## src/rtl/uart_pkg.sv

```systemverilog
// Shared types for the UART command assembler.
//   asm_state_t : frame-assembly state (which byte slot the next capture fills)
//   FRAME_BYTES : bytes per command frame (opcode, data hi, data lo)
package uart_pkg;
  typedef enum logic [1:0] {IDLE, WAIT_HI, WAIT_LO} asm_state_t;
  localparam int FRAME_BYTES = 3;
endpackage

```

## src/rtl/uart_cmd_assembler_timeout_cnt.sv

```systemverilog
// timeout_cnt: up-counter with synchronous clear and count enable.
//   clk, rst  : clock, synchronous active-high reset
//   clr_i     : force count to zero (wins over en_i)
//   en_i      : advance count by one
//   tc_o      : count currently equals TERMINAL
module timeout_cnt #(
  parameter int WIDTH    = 17,
  parameter int TERMINAL = 99999
) (
  input  logic clk,
  input  logic rst,
  input  logic clr_i,
  input  logic en_i,
  output logic tc_o
);
  logic [WIDTH-1:0] cnt_q, cnt_d;

  always_comb begin
    cnt_d = cnt_q;
    if (clr_i)     cnt_d = '0;
    else if (en_i) cnt_d = cnt_q + 1'b1;
  end

  always_ff @(posedge clk) begin
    if (rst) cnt_q <= '0;
    else     cnt_q <= cnt_d;
  end

  assign tc_o = (cnt_q == WIDTH'(TERMINAL));
endmodule

```

## src/rtl/uart_cmd_assembler.sv

```systemverilog
// uart_cmd_assembler: packs the UART receiver byte stream into 3-byte
// command frames {opcode, data_hi, data_lo} and holds the last frame.
//   clk, rst     : clock, synchronous active-high reset
//   rx_rdy       : receiver has a byte on rx_data
//   rx_data      : received byte
//   clr_rx_rdy   : one-cycle release pulse back to the receiver
//   clr_cmd_rdy  : consumer acknowledge of the held command
//   cmd_rdy      : opcode/data hold an unacknowledged frame
//   opcode, data : held frame
//   frame_err    : one-cycle pulse, partial frame dropped on inter-byte timeout
//   overrun      : one-cycle pulse, new frame replaced an unacknowledged one
module uart_cmd_assembler
  import uart_pkg::*;
#(
  parameter int TIMEOUT_CYCLES = 100000
) (
  input  logic        clk,
  input  logic        rst,
  input  logic        rx_rdy,
  input  logic [7:0]  rx_data,
  output logic        clr_rx_rdy,
  input  logic        clr_cmd_rdy,
  output logic        cmd_rdy,
  output logic [7:0]  opcode,
  output logic [15:0] data,
  output logic        frame_err,
  output logic        overrun
);
  localparam int CNT_W = $clog2(TIMEOUT_CYCLES);

  asm_state_t  state_q, state_d;
  logic [7:0]  op_sh_q, op_sh_d, hi_sh_q, hi_sh_d;
  logic [7:0]  opcode_q, opcode_d;
  logic [15:0] data_q, data_d;
  logic        cmd_rdy_q, cmd_rdy_d;
  logic        clr_rx_q, clr_rx_d;
  logic        ferr_q, ferr_d;
  logic        ovr_q, ovr_d;

  logic capture, tc, timeout, cnt_clr, cnt_en;

  // A byte is taken only when no release pulse is outstanding; the receiver
  // still shows rdy during the pulse cycle, so this blocks double capture.
  assign capture = rx_rdy & ~clr_rx_q;
  // Capture on the terminal count keeps the frame alive.
  assign timeout = (state_q != IDLE) & tc & ~capture;
  assign cnt_clr = (state_q == IDLE) | capture | timeout;
  assign cnt_en  = (state_q != IDLE);

  timeout_cnt #(
    .WIDTH    (CNT_W),
    .TERMINAL (TIMEOUT_CYCLES - 1)
  ) u_tmo (
    .clk   (clk),
    .rst   (rst),
    .clr_i (cnt_clr),
    .en_i  (cnt_en),
    .tc_o  (tc)
  );

  always_comb begin
    state_d   = state_q;
    op_sh_d   = op_sh_q;
    hi_sh_d   = hi_sh_q;
    opcode_d  = opcode_q;
    data_d    = data_q;
    cmd_rdy_d = cmd_rdy_q & ~clr_cmd_rdy;
    clr_rx_d  = capture;
    ferr_d    = 1'b0;
    ovr_d     = 1'b0;
    unique case (state_q)
      IDLE: if (capture) begin
        op_sh_d = rx_data;
        state_d = WAIT_HI;
      end
      WAIT_HI: if (capture) begin
        hi_sh_d = rx_data;
        state_d = WAIT_LO;
      end
      WAIT_LO: if (capture) begin
        opcode_d  = op_sh_q;
        data_d    = {hi_sh_q, rx_data};
        // Completion wins over a same-edge acknowledge.
        cmd_rdy_d = 1'b1;
        ovr_d     = cmd_rdy_q & ~clr_cmd_rdy;
        state_d   = IDLE;
      end
      default: state_d = IDLE;
    endcase
    if (timeout) begin
      state_d = IDLE;
      op_sh_d = '0;
      hi_sh_d = '0;
      ferr_d  = 1'b1;
    end
  end

  always_ff @(posedge clk) begin
    if (rst) begin
      state_q   <= IDLE;
      op_sh_q   <= '0;
      hi_sh_q   <= '0;
      opcode_q  <= '0;
      data_q    <= '0;
      cmd_rdy_q <= 1'b0;
      clr_rx_q  <= 1'b0;
      ferr_q    <= 1'b0;
      ovr_q     <= 1'b0;
    end else begin
      state_q   <= state_d;
      op_sh_q   <= op_sh_d;
      hi_sh_q   <= hi_sh_d;
      opcode_q  <= opcode_d;
      data_q    <= data_d;
      cmd_rdy_q <= cmd_rdy_d;
      clr_rx_q  <= clr_rx_d;
      ferr_q    <= ferr_d;
      ovr_q     <= ovr_d;
    end
  end

  assign clr_rx_rdy = clr_rx_q;
  assign cmd_rdy    = cmd_rdy_q;
  assign opcode     = opcode_q;
  assign data       = data_q;
  assign frame_err  = ferr_q;
  assign overrun    = ovr_q;
endmodule

```

## config.mk

```make
export PLATFORM = sky130hd
export DESIGN_NAME = uart_cmd_assembler
export DESIGN_NICKNAME = d
export VERILOG_FILES = /design/src/rtl/uart_pkg.sv /design/src/rtl/uart_cmd_assembler_timeout_cnt.sv /design/src/rtl/uart_cmd_assembler.sv
export SDC_FILE = /design/constraint.sdc
export NUM_CORES = 1
export LEC_CHECK = 0
export ABC_CLOCK_PERIOD_IN_PS = 5500
export CAP_MARGIN = 30
export CORE_MARGIN = 2
export CORE_UTILIZATION = 56
export DETAILED_ROUTE_END_ITERATION = 16
export GPL_ROUTABILITY_DRIVEN = 0
export MAX_ROUTING_LAYER = met4
export PLACE_DENSITY = 0.86
export SYNTH_ARGS = -nofsm -noshare
export SYNTH_HDL_FRONTEND = slang
export SYNTH_HIERARCHICAL = 1
export SYNTH_SLANG_ARGS = --single-unit
export TNS_END_PERCENT = 5
```

## constraint.sdc

```tcl
create_clock -name clk -period 5.5 [get_ports clk]
set_clock_uncertainty 0.05 [all_clocks]
set_input_delay 1.65 -clock clk [delete_from_list [all_inputs] [get_ports clk]]
set_output_delay 1.65 -clock clk [all_outputs]
set_load 0.1 [all_outputs]
```

Word level (Yosys, flattened, before mapping)
Cells that the tools add are included.

Logic and storage cells: 43. Latch bits: 0. Bits in registers: 63. Memory bits (writable): 0. Bits of input ports: 12. Bits in read-only memories: 0. Memories kept: 0.

Equal/unequal tests: 6. $lt $le $gt $ge: 0. Muxes and demuxes: 7. Multipliers: 0. Shifts and indexed selects: 0. Div/mod/pow operators: 0. Reductions and logical operators: 9. Add/subtract/negate cells: 1. Bitwise gates (word level): 10.

Operators by type and width (count): adder 17 x 1 -> 17 bit, second input constant (1); equality test 17 bit, second input constant (1); two-way mux 2 bit (3); != test 2 bit, second input constant (3); one-hot mux 2 bit (3 select lines) (1); AND reduction 2 bit (3); AND 1 bit (4); NOT 1 bit (4); OR reduction 2 bit (2); two-way mux 1 bit (3); AND reduction 3 bit (1); OR reduction 3 bit (1); equality test 2 x 1 -> 1 bit, second input constant (1); equality test 2 bit, second input constant (1); zero test 2 bit (1); OR 1 bit (2); nonzero test 2 bit (1).

Longest topological paths before layout
Depth after elaboration: 6. Depth in mapped cells: 9. Gate-level depth less buffers: 7.

Cells and area by module
Netlist, hierarchy kept.

By module, submodules not included: uart_cmd_assembler (times used 1, sequential area each 920.9 µm², cells each 192, area an instance 1680.4 µm²); timeout_cnt (times used 1, sequential area each 340.3 µm², cells each 94, area an instance 812.0 µm²).

Worst setup path after synthesis
OpenSTA, ideal clock, no wires.

Path type: input to register. From: input rx_rdy. To: register u_tmo.cnt_q[0]. Setup time: 65 ps. Stages on the path: 6. Setup slack: 2756 ps. Data arrival time: 2629 ps. Buffers on the path: 2. Path through: nand2b_1 nand3b_1 or2_2 clkbuf_1 clkbuf_1 nor2_1.

Cells in the longest elaborated chain, start to end: 5.

Ends and longest elaborated chain: start: declaration (RTL line uart_cmd_assembler.sv:19) `input logic rx_rdy,`; AND 1 bit * (RTL line uart_cmd_assembler.sv:44) `assign capture = rx_rdy & ~clr_rx_q;`; NOT 1 bit (no source line); AND 1 bit (RTL line uart_cmd_assembler.sv:46) `assign timeout = (state_q != IDLE) & tc & ~capture;`; OR 1 bit * (RTL line uart_cmd_assembler.sv:47) `assign cnt_clr = (state_q == IDLE) | capture | timeout;`; net cnt_clr (RTL line uart_cmd_assembler.sv:40) `logic capture, tc, timeout, cnt_clr, cnt_en;`; OR reduction 2 bit (no source line) *; end signal: assignment (RTL line uart_cmd_assembler_timeout_cnt.sv:26) `else cnt_q <= cnt_d;`; end: declaration (RTL line uart_cmd_assembler_timeout_cnt.sv:16) `logic [WIDTH-1:0] cnt_q, cnt_d;`.

The timed path passes the listed nets; every way through them passes the cells marked *. A chain may end at the register's enable or synchronous reset.

Final worst setup path
From: register clr_rx_q, in the netlist clr_rx_rdy. To: output clr_rx_rdy.

RTL lines: start: declaration (RTL line uart_cmd_assembler.sv:36) `logic clr_rx_q, clr_rx_d;`; start signal: assignment (RTL line uart_cmd_assembler.sv:116) `clr_rx_q <= clr_rx_d;`; end: declaration (RTL line uart_cmd_assembler.sv:21) `output logic clr_rx_rdy,`.

No word-level cell between the ends.

==> results list <==
* Pin count of the biggest net entering global routing: 31
- # rows: 24
- Delay of the slowest cell on the worst path: about 1200 ps
- Worst slew margin relative to its limit: 0.3216
- Time the worst path needs with I/O delays and setup: approximately 3600 ps
* Largest area contributor in the synthesized netlist: dfxtp_1
- In this run, distinct cell masters in the synthesized netlist total 42.
- For the worst setup path, the data arrival time is 1940 ps.
* Worst-skew pair later-pin latency: approximately 330 ps
- Top library cells by usage in the layout, fill and taps aside: 71 x nand2_1, 63 x dfxtp_1, 39 x clkdlybuf4s50_1
* Vertical die dimension: approximately 71 µm
* Standard cell core area: 4324 µm²
- Cell breakdown of the critical path: clkdlybuf4s50_1
- Share of synthesized registers carrying an async set or reset: 0
- The number of hold buffers added after CTS was 0.
* Via Count: approximately 2100
- Leaving out filler cells and counting taps, the final layout contains about 380.
- Synth top area cells: dfxtp_1 51%, nand2_1 11%, a21oi_1 7.6%
- Number of maximum-capacitance violations: 0
- Least-Margin Pin Slew: approximately 1000 ps
* Starting DRT DRC Count: 97
* CP Launch Type: register
- CP delay by family, top: buffers and inverters
- Yosys top cell area share: 0.5060
- The number of setup buffers added after CTS is 0.
- Wire length of the first global-routing pass: between 8000 and 9000 µm
- HPWL after detailed placement: between 3000 and 4000 µm
- Fraction of the yosys area taken by sequential cells: 0.5060
- The die is between 70 and 80 µm wide.
- Counting flops and latches in the post-synthesis netlist gives 63.
- The initial antenna violation count is 0.
- Num CTS Buffers: 9
- Dividing the detail-routed wire length by the instance count gives roughly 13 µm.
- Yosys mapped a number of flops with a built-in enable equal to 0.
- The initial utilization of the core area, before any placement, comes to 0.5764.
- Aggregate global-route resource usage: 0.2256
- Clk buf depth: 2
- Static leakage: approximately 0.99 nW
- Counting every net in the synthesized netlist gives roughly 300.
- The library cell used most frequently in the layout, excluding fill and tap cells, is nand2_1.
- Fmax: between 0.2 and 0.3 GHz
- Final Slew Violations: 0
* Run status: complete, no violations
- Detail Route Antenna Nets: 0
* Most frequently used flop master after synthesis: dfxtp_1
* Worst reg2reg startpoint: u_tmo/cnt_q[0]
* Number of remaining DRC errors: 0
* Clock-pin slew on the worst setup and hold paths: approximately 60 ps
- Across the VDD grid, the largest voltage drop is about 0.21 mV.
- The via count of the first global-routing pass was between 2000 and 2500.
* Detailed-router iteration count before antenna repair: 5
* Area growth syn-to-layout: 21.24%
* Post-route cell area: 3022 µm²
- In the synthesized netlist, the number of instances is between 200 and 300.
- Clock tree root buffer cell: clkbuf_8
- After detailed placement, the design holds a cell count of between 300 and 400.
* Number of H-tree levels: 3
- Critical path type: register to output port
- On the critical path, the stage with the largest delay is an instance of clkdlybuf4s50_1.
- Layout cells sized above 1: 0.07385
- Cell Pwr Density: approximately 290 nW/µm²
* Biggest fanout along the worst timing path: 7
- Overall routed net length: between 4000 and 5000 µm
- Of the available clock period, the critical path in the final layout requires 0.6622.
* RSZ-0062 raised after global routing: false
- Setup violations remaining at the end of the flow were counted as 0.
* Launch point of the worst hold path: op_sh_q[3]
- The worst hold path belongs to the class register to register.
- In this run the count of I/O pins placed on the die edge is 40.
- Post-synthesis cell area: ~2500 µm²
* NumNets Final: approximately 330
- Average via count per standard cell: around 5.5
* Global route total overflow: 0
- 0 antenna diodes ended up in the layout.
* Total die area: around 5000 µm²
* Count of port buffers added during placement: 39
- Placed Area: 2864 µm²
- TritonCTS built the clock tree.
- The most critical setup path has its startpoint at clr_rx_rdy.
* Yosys warns: 6
- Required @ worst endpoint: approximately 3800 ps
- For this design, the sink count on the clock tree is 63.
- Post-synthesis area per instance: 8.715 µm²
* Final Hold Violating Endpoints: 0
* Flop2flop setup slack: approximately 3200 ps
- In the final timing run, aggregate negative setup slack is 0 ps.
- STA classifies the critical path endpoint as an output port.
- Together, buffers and inverters on the worst path number 1.
* Number of gates resized after CTS: 0
-- flip-flops by register name, indices dropped and copies added, names as in the netlist --
signal       flops
hi_sh_q          8
op_sh_q          8
opcode           8
clr_rx_rdy       1
u_tmo/cnt_q     17
frame_err        1
overrun          1
state_q          2
cmd_rdy          1
data            16
-- cell type report --
cell class                      instances  area [µm²]
Fill cell                             332        1303
Tap cell                               52       65.06
Inverter                                1       3.754
Clock inverter                          1       5.005
Clock buffer                           14       152.6
Sequential cell                        63        1261
Multi-Input combinational cell        205        1125
Timing Repair Buffer                   41       409.1
-- Yosys cell counts (3+ instances only) --
cell      instances
a21oi_1          38
and3_1            3
buf_2             5
buf_4             3
clkbuf_1          5
dfxtp_1          63
mux2i_1           9
nand2_1          71
nand3_1           4
nand4_1          10
nor2_1           23
nor3_1            4
o21ai_0           3
xnor2_1           3
xor2_1            9
-- per-stage QoR --
| stage | power [mW] | hold slack [ps] | worst slack (ps) | utilization |
|---|---|---|---|---|
| final | 0.8774 | 404.8 | 1858 | 0.6988 |
| after global routing | 0.9096 | 422.4 | 1783 | 0.6988 |
| after CTS | 0.8819 | 407.2 | 1840 | 0.6988 |
| after detailed placement | 0.5529 | 396.8 | 1769 | 0.6623 |
| after global placement | 0.5505 | 392.7 | 1816 | 0.6597 |
| after floorplan | 0.5367 | 381.2 | 2756 | - |
-- where the power goes --
group | switching, mW | internal (mW)
Sequential | 0.00783 | 0.466
Clock | 0.161 | 0.173
Combinational | 0.0428 | 0.0262
-- layer usage --
metal  wire length, µm  global-route usage  part of all wire  up-vias
li1                  -                   -                 -     1040
met1              2214              0.2532              0.45      987
met2              2437              0.3718              0.49       47
met3               229             0.06268             0.046       11
met4                92              0.1069             0.018        0
met5                 0                   -                 0        -
-- worst paths after layout --
path                                   end  depth (start not counted)
worst min register to register   opcode[3]                          2
worst max register to register  hi_sh_q[3]                          6
worst max-delay path            clr_rx_rdy                          1
worst min-delay path             opcode[3]                          2
-- cells by family (layout without fill, tap and decap cells) --
| kind of cell | after synthesis | after routing | synth area share |
|---|---|---|---|
| mux | 9 | 9 | 0.03615 |
| xor+xnor | 12 | 12 | 0.04217 |
| simple gates | 138 | 138 | 0.2701 |
| fa+ha+maj | 1 | 1 | 0.005019 |
| flops | 63 | 63 | 0.5060 |
| buf+inv | 18 | 57 | 0.04517 |
| compound gates | 45 | 45 | 0.09538 |
Power figures use the tool's default switching activity.
